`src/rtl/ads8528_ctrl.sv`:
```
`timescale 1ns/1ps
`default_nettype none
// ============================================================================
// Module      : ads8528_ctrl
// Description : Parallel-bus controller for an 8-channel simultaneous-sampling
//               ADC: writes the config word, converts, reads 8 samples.
// Revision    : 1.0 - initial release
// ============================================================================
module ads8528_ctrl #(
    parameter logic [31:0] CFG_DEFAULT = 32'h0000_03FF,
    parameter int          T_PULSE     = 3,
    parameter int          T_GAP       = 2,
    parameter int          BUSY_TMO    = 1023
) (
    input  logic        CLK,
    input  logic        RST_N,
    input  logic        start,
    input  logic        cfg_load,
    input  logic [31:0] cfg_word,
    input  logic        BUSY,
    input  logic [15:0] DB_IN,
    output logic [15:0] DB_OUT,
    output logic        DB_OE,
    output logic        CS_N,
    output logic        WR_N,
    output logic        RD_N,
    output logic [3:0]  CONVST,
    output logic [15:0] smp_data,
    output logic [2:0]  smp_ch,
    output logic        smp_valid,
    input  logic        smp_ready,
    output logic        err_tmo,
    output logic        err_ovr,
    output logic        ready
);

    localparam int               CNT_W        = 16;
    localparam logic [CNT_W-1:0] C_ONE        = CNT_W'(1);
    localparam logic [CNT_W-1:0] C_PULSE_LAST = CNT_W'(T_PULSE - 1);
    localparam logic [CNT_W-1:0] C_GAP_LAST   = CNT_W'(T_GAP - 1);
    localparam logic [CNT_W-1:0] C_TMO_LAST   = CNT_W'(BUSY_TMO);

    localparam logic [2:0] S_CFG_HI  = 3'd0;
    localparam logic [2:0] S_CFG_LO  = 3'd1;
    localparam logic [2:0] S_IDLE    = 3'd2;
    localparam logic [2:0] S_CONV    = 3'd3;
    localparam logic [2:0] S_WAIT_BH = 3'd4;
    localparam logic [2:0] S_WAIT_BL = 3'd5;
    localparam logic [2:0] S_READ    = 3'd6;

    logic [2:0]       state_q, state_d;
    logic [CNT_W-1:0] cnt_q, cnt_d;
    logic             gap_q, gap_d;
    logic             run_q, run_d;
    logic             fin_q, fin_d;
    logic [2:0]       idx_q, idx_d;
    logic [31:0]      word_q, word_d;
    logic [1:0]       busy_sync_q, busy_sync_d;
    logic [15:0]      smp_data_q, smp_data_d;
    logic [2:0]       smp_ch_q, smp_ch_d;
    logic             smp_valid_q, smp_valid_d;
    logic             err_tmo_q, err_tmo_d;
    logic             err_ovr_q, err_ovr_d;

    logic             w_busy;
    logic             w_hold;

    assign w_busy = busy_sync_q[1];
    assign w_hold = smp_valid_q & ~smp_ready;

    always_ff @(posedge CLK or negedge RST_N) begin
        if (!RST_N) begin
            state_q     <= S_CFG_HI;
            cnt_q       <= '0;
            gap_q       <= 1'b0;
            run_q       <= 1'b0;
            fin_q       <= 1'b0;
            idx_q       <= 3'd0;
            word_q      <= CFG_DEFAULT;
            busy_sync_q <= 2'b00;
            smp_data_q  <= 16'h0000;
            smp_ch_q    <= 3'd0;
            smp_valid_q <= 1'b0;
            err_tmo_q   <= 1'b0;
            err_ovr_q   <= 1'b0;
        end else begin
            state_q     <= state_d;
            cnt_q       <= cnt_d;
            gap_q       <= gap_d;
            run_q       <= run_d;
            fin_q       <= fin_d;
            idx_q       <= idx_d;
            word_q      <= word_d;
            busy_sync_q <= busy_sync_d;
            smp_data_q  <= smp_data_d;
            smp_ch_q    <= smp_ch_d;
            smp_valid_q <= smp_valid_d;
            err_tmo_q   <= err_tmo_d;
            err_ovr_q   <= err_ovr_d;
        end
    end

    // run_q keeps the bus quiet for the first cycle out of reset.
    always_comb begin
        state_d     = state_q;
        cnt_d       = cnt_q;
        gap_d       = gap_q;
        run_d       = 1'b1;
        fin_d       = fin_q;
        idx_d       = idx_q;
        word_d      = word_q;
        busy_sync_d = {busy_sync_q[0], BUSY};
        smp_data_d  = smp_data_q;
        smp_ch_d    = smp_ch_q;
        smp_valid_d = w_hold;
        err_tmo_d   = 1'b0;
        err_ovr_d   = (start | cfg_load) & (state_q != S_IDLE);
        case (state_q)
            S_CFG_HI, S_CFG_LO: begin
                if (run_q) begin
                    if (!gap_q) begin
                        if (cnt_q == C_PULSE_LAST) begin
                            gap_d = 1'b1;
                            cnt_d = '0;
                        end else begin
                            cnt_d = cnt_q + C_ONE;
                        end
                    end else if (cnt_q == C_GAP_LAST) begin
                        gap_d   = 1'b0;
                        cnt_d   = '0;
                        state_d = (state_q == S_CFG_HI) ? S_CFG_LO : S_IDLE;
                    end else begin
                        cnt_d = cnt_q + C_ONE;
                    end
                end
            end
            S_IDLE: begin
                if (cfg_load) begin
                    word_d    = cfg_word;
                    state_d   = S_CFG_HI;
                    cnt_d     = '0;
                    gap_d     = 1'b0;
                    err_ovr_d = start;
                end else if (start) begin
                    state_d = S_CONV;
                    cnt_d   = '0;
                end
            end
            S_CONV: begin
                if (cnt_q == C_PULSE_LAST) begin
                    state_d = S_WAIT_BH;
                    cnt_d   = '0;
                end else begin
                    cnt_d = cnt_q + C_ONE;
                end
            end
            S_WAIT_BH, S_WAIT_BL: begin
                if (w_busy == (state_q == S_WAIT_BH)) begin
                    cnt_d = '0;
                    if (state_q == S_WAIT_BH) begin
                        state_d = S_WAIT_BL;
                    end else begin
                        // Enter with the gap already elapsed; first pulse waits only for a free output register.
                        state_d = S_READ;
                        cnt_d   = C_GAP_LAST;
                        gap_d   = 1'b1;
                        fin_d   = 1'b0;
                    end
                end else if (cnt_q == C_TMO_LAST) begin
                    state_d   = S_IDLE;
                    cnt_d     = '0;
                    err_tmo_d = 1'b1;
                end else begin
                    cnt_d = cnt_q + C_ONE;
                end
            end
            S_READ: begin
                if (!gap_q) begin
                    if (cnt_q == C_PULSE_LAST) begin
                        smp_data_d  = DB_IN;
                        smp_ch_d    = idx_q;
                        smp_valid_d = 1'b1;
                        idx_d       = idx_q + 3'd1;
                        fin_d       = (idx_q == 3'd7);
                        gap_d       = 1'b1;
                        cnt_d       = '0;
                    end else begin
                        cnt_d = cnt_q + C_ONE;
                    end
                end else if (cnt_q != C_GAP_LAST) begin
                    cnt_d = cnt_q + C_ONE;
                end else if (fin_q) begin
                    state_d = S_IDLE;
                    gap_d   = 1'b0;
                    cnt_d   = '0;
                    fin_d   = 1'b0;
                end else if (!w_hold) begin
                    gap_d = 1'b0;
                    cnt_d = '0;
                end
            end
            default: begin
                state_d = S_IDLE;
                cnt_d   = '0;
                gap_d   = 1'b0;
            end
        endcase
    end

    always_comb begin
        CS_N   = 1'b1;
        WR_N   = 1'b1;
        RD_N   = 1'b1;
        DB_OE  = 1'b0;
        DB_OUT = 16'h0000;
        CONVST = 4'h0;
        case (state_q)
            S_CFG_HI, S_CFG_LO: begin
                if (run_q) begin
                    CS_N   = 1'b0;
                    DB_OE  = 1'b1;
                    WR_N   = gap_q;
                    DB_OUT = (state_q == S_CFG_HI) ? word_q[31:16] : word_q[15:0];
                end
            end
            S_CONV: CONVST = 4'hF;
            S_READ: begin
                CS_N = 1'b0;
                RD_N = gap_q;
            end
            default: ;
        endcase
    end

    assign ready     = (state_q == S_IDLE);
    assign smp_data  = smp_data_q;
    assign smp_ch    = smp_ch_q;
    assign smp_valid = smp_valid_q;
    assign err_tmo   = err_tmo_q;
    assign err_ovr   = err_ovr_q;

endmodule
`default_nettype wire

```
`config.mk`:
```
export PLATFORM = sky130hd
export DESIGN_NAME = ads8528_ctrl
export DESIGN_NICKNAME = d
export VERILOG_FILES = /design/src/rtl/ads8528_ctrl.sv
export SDC_FILE = /design/constraint.sdc
export NUM_CORES = 1
export LEC_CHECK = 0
export CAP_MARGIN = 20
export CORE_ASPECT_RATIO = 1.75
export CORE_UTILIZATION = 50
export CTS_CLUSTER_DIAMETER = 60
export CTS_CLUSTER_SIZE = 10
export DETAILED_ROUTE_END_ITERATION = 10
export PLACE_DENSITY = 0.81
export SYNTH_ARGS = -nofsm -noshare
export SYNTH_HDL_FRONTEND = slang
export SYNTH_SLANG_ARGS = --single-unit
```
`constraint.sdc`:
```
create_clock -name CLK -period 3.21 [get_ports CLK]
set_input_delay 0.4815 -clock CLK [delete_from_list [all_inputs] [get_ports CLK]]
set_output_delay 0.4815 -clock CLK [all_outputs]
set_load 0.01 [all_outputs]
```
Word-level counts from Yosys, hierarchy flattened --
Cells that the tools add are included.
Word-level totals: logic and storage cells 124, register bits 81, output and inout bits 47
Cells by class: reduce and logical (&&, ||, !) cells 10, $add $sub $neg 2, bitwise logic cells 6, multiplexer cells 65, eq/ne operators 28
Operator list (count):
- two-way mux 16 bit | 15
- case mux 16 bit (5 select lines) | 1
- two-way mux 3 bit | 11
- two-way mux 1 bit | 31
- != test 2 bit (second input constant) | 10
- adder 16 x 1 -> 16 bit (second input constant) | 1
- == test 16 x 1 -> 1 bit (second input constant) | 1
- == test 16 x 10 -> 1 bit (second input constant) | 1
- == test 16 x 2 -> 1 bit (second input constant) | 1
- != test 16 x 1 -> 1 bit (second input constant) | 1
- case mux 3 bit (5 select lines) | 1
- == test 3 bit (second input constant) | 4
- != test 3 bit (second input constant) | 4
- AND reduction 5 bit | 2
- AND reduction 9 bit | 1
- == test 3 x 2 -> 1 bit (second input constant) | 2
- AND reduction 3 bit | 2
- != test 5 bit (second input constant) | 1
- case mux 1 bit (5 select lines) | 1
- two-way mux 2 bit | 2
- two-way mux 4 bit | 1
- case mux 1 bit (2 select lines) | 2
- OR reduction 2 bit | 2
- adder 3 x 1 -> 3 bit (second input constant) | 1
- other kinds (9) | 12

Depth between registers and ports, before layout --
Gate-level depths: netlist (run 1).
depth in word-level cells 7, gate-level depth with buffers 10, gate-level depth less buffers 9

Worst setup path before layout (run 1) --
Ideal clock, no wire load.
path type register -> output, from register state_q[2], to output port DB_OUT[10], required time 2.728 ns, stages on the path, launching flop included 6, arrival 1.722 ns, buffers on the path 3, setup slack 1.006 ns, cell sequence dfrtp_1 > clkbuf_1 > nor3b_1 > clkbuf_1 > clkbuf_1 > o221a_2
On the way: word-level cells in the longest chain between the ends 4
RTL lines:
- start: declaration | line 51 | logic [2:0] state_q, state_d;
- start signal: assignment | line 87 | state_q <= state_d;
- zero test 3 bit | line 217, 223
- two-way mux 16 bit | line 223 | DB_OUT = (state_q == S_CFG_HI) ? word_q[31:16] : word_q[15:0];
- two-way mux 16 bit | line 219 | if (run_q) begin
- two-way mux 16 bit * | line 217 | case (state_q)
- end: declaration | line 22 | output logic [15:0] DB_OUT,
Mark *: on every way between the ends. The rest lies on a longest branch, timed or not.

Final worst setup path (run 1) --
from register state_q[2], to output port DB_OUT[8]
The elaborated chain is that of the path after synthesis.

==> results.json, run 1 <==
{
  "rr_worst_depth": 8,
  "n_antenna_cell": 0,
  "worstHoldStart": "busy_sync_q[0]",
  "cp-start-kind": "register",
  "vias": 3217,
  "wl_per_cell_um": 17.83,
  "hold_viol": 0,
  "syn_to_final_growth_pct": 33.65,
  "status": "finished, violations left",
  "dieWidth_um": 70.53,
  "grt_max_degree": 82,
  "numCtsBuffers": 9,
  "period_share_pct": 90.03,
  "worstMarginPinSlew_ps": 1020,
  "seqCellArea_um2": 2039,
  "ys_warn_count": 0,
  "violations": "DRC",
  "synth-seq-cells": 81,
  "worstSetupEndpointType": "output port",
  "clockBufferDepth": 2,
  "n_fill_cell": 614,
  "die_area_um2": 8598,
  "power.share.clock_pct": 23.8,
  "row_count": 43,
  "placed_area_um2": 5131,
  "grt-ovfl-total": 0,
  "seqPwrFrac_pct": 35.3,
  "start_util_pct": 51.60,
  "ctsHoldBuffers": 0,
  "rsz0062_at_grt": "no",
  "antenna_found_initial": 0,
  "first_global_vias": 3506,
  "setup_ws_ps": 320.1,
  "cts_tree": "yes",
  "leakage_uw": 0.002270,
  "fmax_mhz": 346.0,
  "mostFrequentLayoutCells": "99 x clkdlybuf4s50_1, 71 x dfrtp_1, 35 x mux2_2",
  "totalWireLength_um": 9574,
  "ys_seq_area_share_pct": 49.63,
  "synth_area_per_cell_um2": 11.77,
  "fin_tns_setup_ps": 0,
  "finalCriticalPeriod_ps": 2890,
  "holdPathEnd": "busy_sync_q[1]",
  "drv_slew": 0,
  "finalInstanceArea_um2": 5492,
  "clock_skew_ps": 6.366,
  "reg2reg_slack_ps": 560,
  "synth_edf_count": 0,
  "path_clk_slew_ps": 60,
  "syn_inst": 349,
  "first_iter_violations": 168,
  "ir_drop_uv": 500.2,
  "die_y_um": 121.9,
  "drc_errors": 2,
  "r2r-end": "cnt_q[2]",
  "coreArea_um2": 7963,
  "gp_congestion": 0.9421,
  "slew_headroom_pct": 32.02,
  "intPower_uw": 3046,
  "cts_resized": 0,
  "switchingPower_uw": 1564,
  "clkLatencyLatePin_ps": 330,
  "track_usage_pct": 24.41,
  "maxCapViolCount": 0,
  "worstSetupPathType": "register to output port",
  "ant_nets": 0,
  "hpwl_um": 6860,
  "async_reset_ff_share_pct": 100.0,
  "post-cts-setup-buffer-count": 0,
  "nNetsFinal": 502,
  "drtPass1Iterations": 7,
  "arrival_ps": 2410,
  "root_buffer": "clkbuf_16",
  "critPathMaxFanout": 17,
  "hold_path_depth": 0,
  "setup_violations": 0,
  "mostFrequentLayoutCell": "clkdlybuf4s50_1",
  "swShare_pct": 33.93,
  "ioPinCount": 101,
  "netlist_area_um2": 4109,
  "clock-sinks": 81,
  "viasPerCell": 5.991,
  "h-tree-depth": 3,
  "pwr-share-comb_pct": 40.9,
  "synth_nets": 409,
  "power_density_nw_per_um2": 839.5,
  "worstHoldPathType": "register to register",
  "reg2reg_from": "state_q[1]",
  "synth_flop_cell": "dfrtp_1",
  "place_ws_ps": 502.6,
  "grt_pass1_wl_um": 16250,
  "io_buffers": 100,
  "yosysUniqueCellTypes": 61,
  "cp_data_required_time_ps": 2730,
  "multi_input_area_um2": 1894,
  "final_layout_size_suffix_gt1_share_pct": 21.48
}
power groups by stage:
stage	logic (uW)	clock network (uW)	registers, uW
after global routing	2040	1170	1670
after floorplan	1230	0	1540
final	1880	1100	1630
after global placement	1830	0	1620
after detailed placement	1870	0	1640
after CTS	1890	1120	1630
cells in the mapped netlist, types with 3 or more instances:
| library cell | number | area, um^2 |
|---|---|---|
| ha_1 | 6 | 75.07 |
| buf_2 | 5 | 25.02 |
| nor2_1 | 16 | 60.06 |
| or3_1 | 8 | 50.05 |
| mux2_1 | 18 | 202.7 |
| nor2b_1 | 3 | 18.77 |
| or2_2 | 4 | 25.02 |
| nand2_1 | 20 | 75.07 |
| dfrtp_1 | 71 | 1777 |
| a211oi_1 | 6 | 45.04 |
| a211o_1 | 3 | 26.28 |
| nand3_1 | 9 | 45.04 |
| clkbuf_1 | 10 | 37.54 |
| a311o_1 | 4 | 40.04 |
| buf_1 | 3 | 11.26 |
| a21oi_1 | 9 | 45.04 |
| o21ai_0 | 5 | 25.02 |
| buf_4 | 4 | 30.03 |
| and2_1 | 7 | 43.79 |
| inv_1 | 13 | 48.80 |
| nand2b_1 | 3 | 18.77 |
| a221o_1 | 7 | 70.07 |
| and3_1 | 3 | 18.77 |
| dfstp_2 | 10 | 262.8 |
| nand4_1 | 6 | 37.54 |
| mux2_2 | 35 | 394.1 |
| o221a_2 | 16 | 180.2 |
| o31ai_1 | 4 | 30.03 |
registers in the layout, summed over array words and instances, names as in the netlist, 2 cells and up:
name / cells
cnt_q: 16
word_q: 32
state_q: 3
smp_ch: 3
busy_sync_q: 2
idx_q: 3
smp_data: 16
worst max-delay path by stage:
stage / endpoint / slack, ps / cells past startpoint / startpoint
after floorplan: DB_OUT[10] / 1010 / 5 / state_q[2]
after global placement: cnt_q[15] / 580 / 7 / cfg_load
after detailed placement: cnt_q[13] / 500 / 7 / smp_ready
after CTS: DB_OUT[0] / 290 / 3 / state_q[2]
after global routing: DB_OUT[12] / 220 / 3 / state_q[1]
final: DB_OUT[8] / 320 / 3 / state_q[2]
layout make-up:
class,instances,share of cell area [%]
multi-input combinational,230,34.50
tap,90,2.051
timing repair buffer,107,19.55
inverter,13,0.8886
clock buffer,12,4.488
sequential,81,37.14
clock inverter,4,1.390
per-layer routing:
metal / GRT usage (%) / wire length, um / up-vias
li1: - / - / 1488
met1: 25.80 / 3402 / 1609
met5: 0 / 0 / -
met3: 6.038 / 484 / 23
met2: 44.36 / 5369 / 97
met4: 12.63 / 316 / 0
logic make-up after synthesis:
logic type,after synthesis,synth area share (%)
adder cells (fa/ha/maj),7,2.071
other,1,0.09126
AO/OA/AOI/OAI,72,15.62
AND/OR/NAND/NOR,95,13.22
multiplexers,54,14.77
flip-flops,81,49.63
XOR/XNOR,1,0.2132
buffers and inverters,38,4.385
worst max-delay path, stage by stage, from the launching register on:
cell and delay, ps:
dfrtp_1 520, or3_1 710, o221a_2 350, clkdlybuf4s50_1 490
stage by stage:
step                std cells  power [uW]  hold WS, ps  utilization (%)
floorplan                 349        2774        185.9                -
global placement          519        3444        332.1            64.44
detailed placement        519        3514        348.3            64.44
CTS                       535        4641        352.7            68.49
global route              537        4884        387.7            68.97
finish                    537        4610        374.3            68.97
No activity file was read; power rests on OpenSTA's default activity.
==> inputs of run 2 (changes only) <==
SLEW_MARGIN = 25   (was not set)
==> results.json, run 2 (synthesis results as in run 1) <==
{
  "status": "finished, violations left",
  "violations": "DRC",
  "fin_tns_setup_ps": 0,
  "seqCellArea_um2": 2039,
  "largest_register_ffs": 32,
  "numCtsBuffers": 9,
  "mostFrequentLayoutCells": "99 x clkdlybuf4s50_1, 71 x dfrtp_1, 35 x mux2_2",
  "grt-ovfl-total": 0,
  "ioPinCount": 101,
  "path_cells": "or3_1, o221a_2, clkdlybuf4s50_1",
  "multi_input_area_um2": 1896,
  "cts_tree": "yes",
  "maxCapViolCount": 0,
  "placed_area_um2": 5131,
  "first_global_vias": 3506,
  "finalPower_uw": 4609,
  "grt_max_degree": 82,
  "dieWidth_um": 70.53,
  "cts_resized": 0,
  "drv_slew": 0,
  "arrival_ps": 2410,
  "regMostFlops": "word_q",
  "setup_violations": 0,
  "worstSetupPathType": "register to output port",
  "worstHoldPathType": "input pin to asynchronous set/reset pin",
  "syn_to_final_growth_pct": 32.86,
  "cp-start-kind": "register",
  "drtPass1Iterations": 7,
  "start_util_pct": 51.60,
  "nNetsFinal": 500,
  "grt_pass1_wl_um": 16250,
  "antenna_found_initial": 0,
  "h-tree-depth": 3,
  "mostFrequentLayoutCell": "clkdlybuf4s50_1",
  "finalInstanceArea_um2": 5459,
  "critPathMaxStageDelay_ps": 710,
  "die_y_um": 121.9,
  "root_buffer": "clkbuf_16",
  "clock_skew_ps": 6.533,
  "path_clk_slew_ps": 60,
  "worst-path-buf-inv": 1,
  "wl_per_cell_um": 17.90,
  "io_buffers": 100,
  "totalWireLength_um": 9578,
  "n_fill_cell": 620,
  "ant_nets": 0,
  "finalCriticalPeriod_ps": 2895,
  "cp_data_required_time_ps": 2730,
  "ctsHoldBuffers": 0,
  "slew_headroom_pct": 50.21,
  "clock-sinks": 81,
  "worstMarginPinSlew_ps": 746.0,
  "critPathMaxFanout": 17,
  "leakage_uw": 0.002255,
  "row_count": 43,
  "vias": 3201,
  "place_ws_ps": 502.6,
  "track_usage_pct": 24.41,
  "rsz0062_at_grt": "no",
  "period_share_pct": 90.19,
  "hpwl_um": 6860,
  "n_antenna_cell": 0,
  "cpMaxStageDelayCell": "or3_1",
  "post-cts-setup-buffer-count": 0,
  "clkLatencyLatePin_ps": 340,
  "die_area_um2": 8598,
  "first_iter_violations": 163,
  "crit_family": "simple AND/OR/NAND/NOR gates",
  "worstSetupEndpointType": "output port",
  "coreArea_um2": 7963,
  "drc_errors": 2,
  "ir_drop_uv": 500.5,
  "viasPerCell": 5.983,
  "gp_congestion": 0.9421,
  "setup_ws_ps": 314.8,
  "clockBufferDepth": 2,
  "fmax_mhz": 345.4,
  "final_layout_size_suffix_gt1_share_pct": 21.57,
  "power_density_nw_per_um2": 844.3,
  "hold_viol": 0
}
-- run 2: cell types whose count changed in the layout (fill, tap and decap cells not counted), sizes merged --
cell         before  now
buf               7    6
dlygate4sd3       1    0
-- run 2: path summary, 6_finish.rpt --
kind,endpoint,slack [ps],cells after the start,start
worst max-delay path,DB_OUT[0],310,3,state_q[2]
min in group CLK,busy_sync_q[1],370,0,busy_sync_q[0]
max in group asynchronous,cnt_q[13],2530,1,RST_N
worst min-delay path,smp_data[0],180,1,RST_N
worst max register to register,cnt_q[2],550,8,state_q[1]
worst min register to register,busy_sync_q[1],370,0,busy_sync_q[0]
-- run 2: cell type report --
cell class	count	area share [%]
clock buffers	12	4.515
inverters	13	0.8939
repair buffers	105	19.05
clock inverters	4	1.398
flip-flops and latches	81	37.36
multi-input cells	230	34.72
well taps	90	2.063
-- run 2: layer usage --
| metal | track usage, % | part of all wire, % | up-vias |
|---|---|---|---|
| li1 | - | - | 1482 |
| met5 | 0 | 0 | - |
| met1 | 25.80 | 36 | 1599 |
| met3 | 6.038 | 5.1 | 23 |
| met4 | 12.63 | 3.2 | 0 |
| met2 | 44.36 | 55 | 97 |
-- run 2: per-stage QoR --
step	hold WS [ps]	cells	utilization, %
final	175.4	535	68.56
after CTS	352.7	535	68.49
after global routing	251.7	535	68.56
after floorplan	185.9	349	-
after detailed placement	348.3	519	64.44
after global placement	332.1	519	64.44
-- run 2: power by group --
group | internal, uW | switching [uW] | leakage (uW)
registers | 1350 | 278 | 0.000973
logic | 986 | 893 | 0.00113
clock network | 704 | 396 | 0.000153
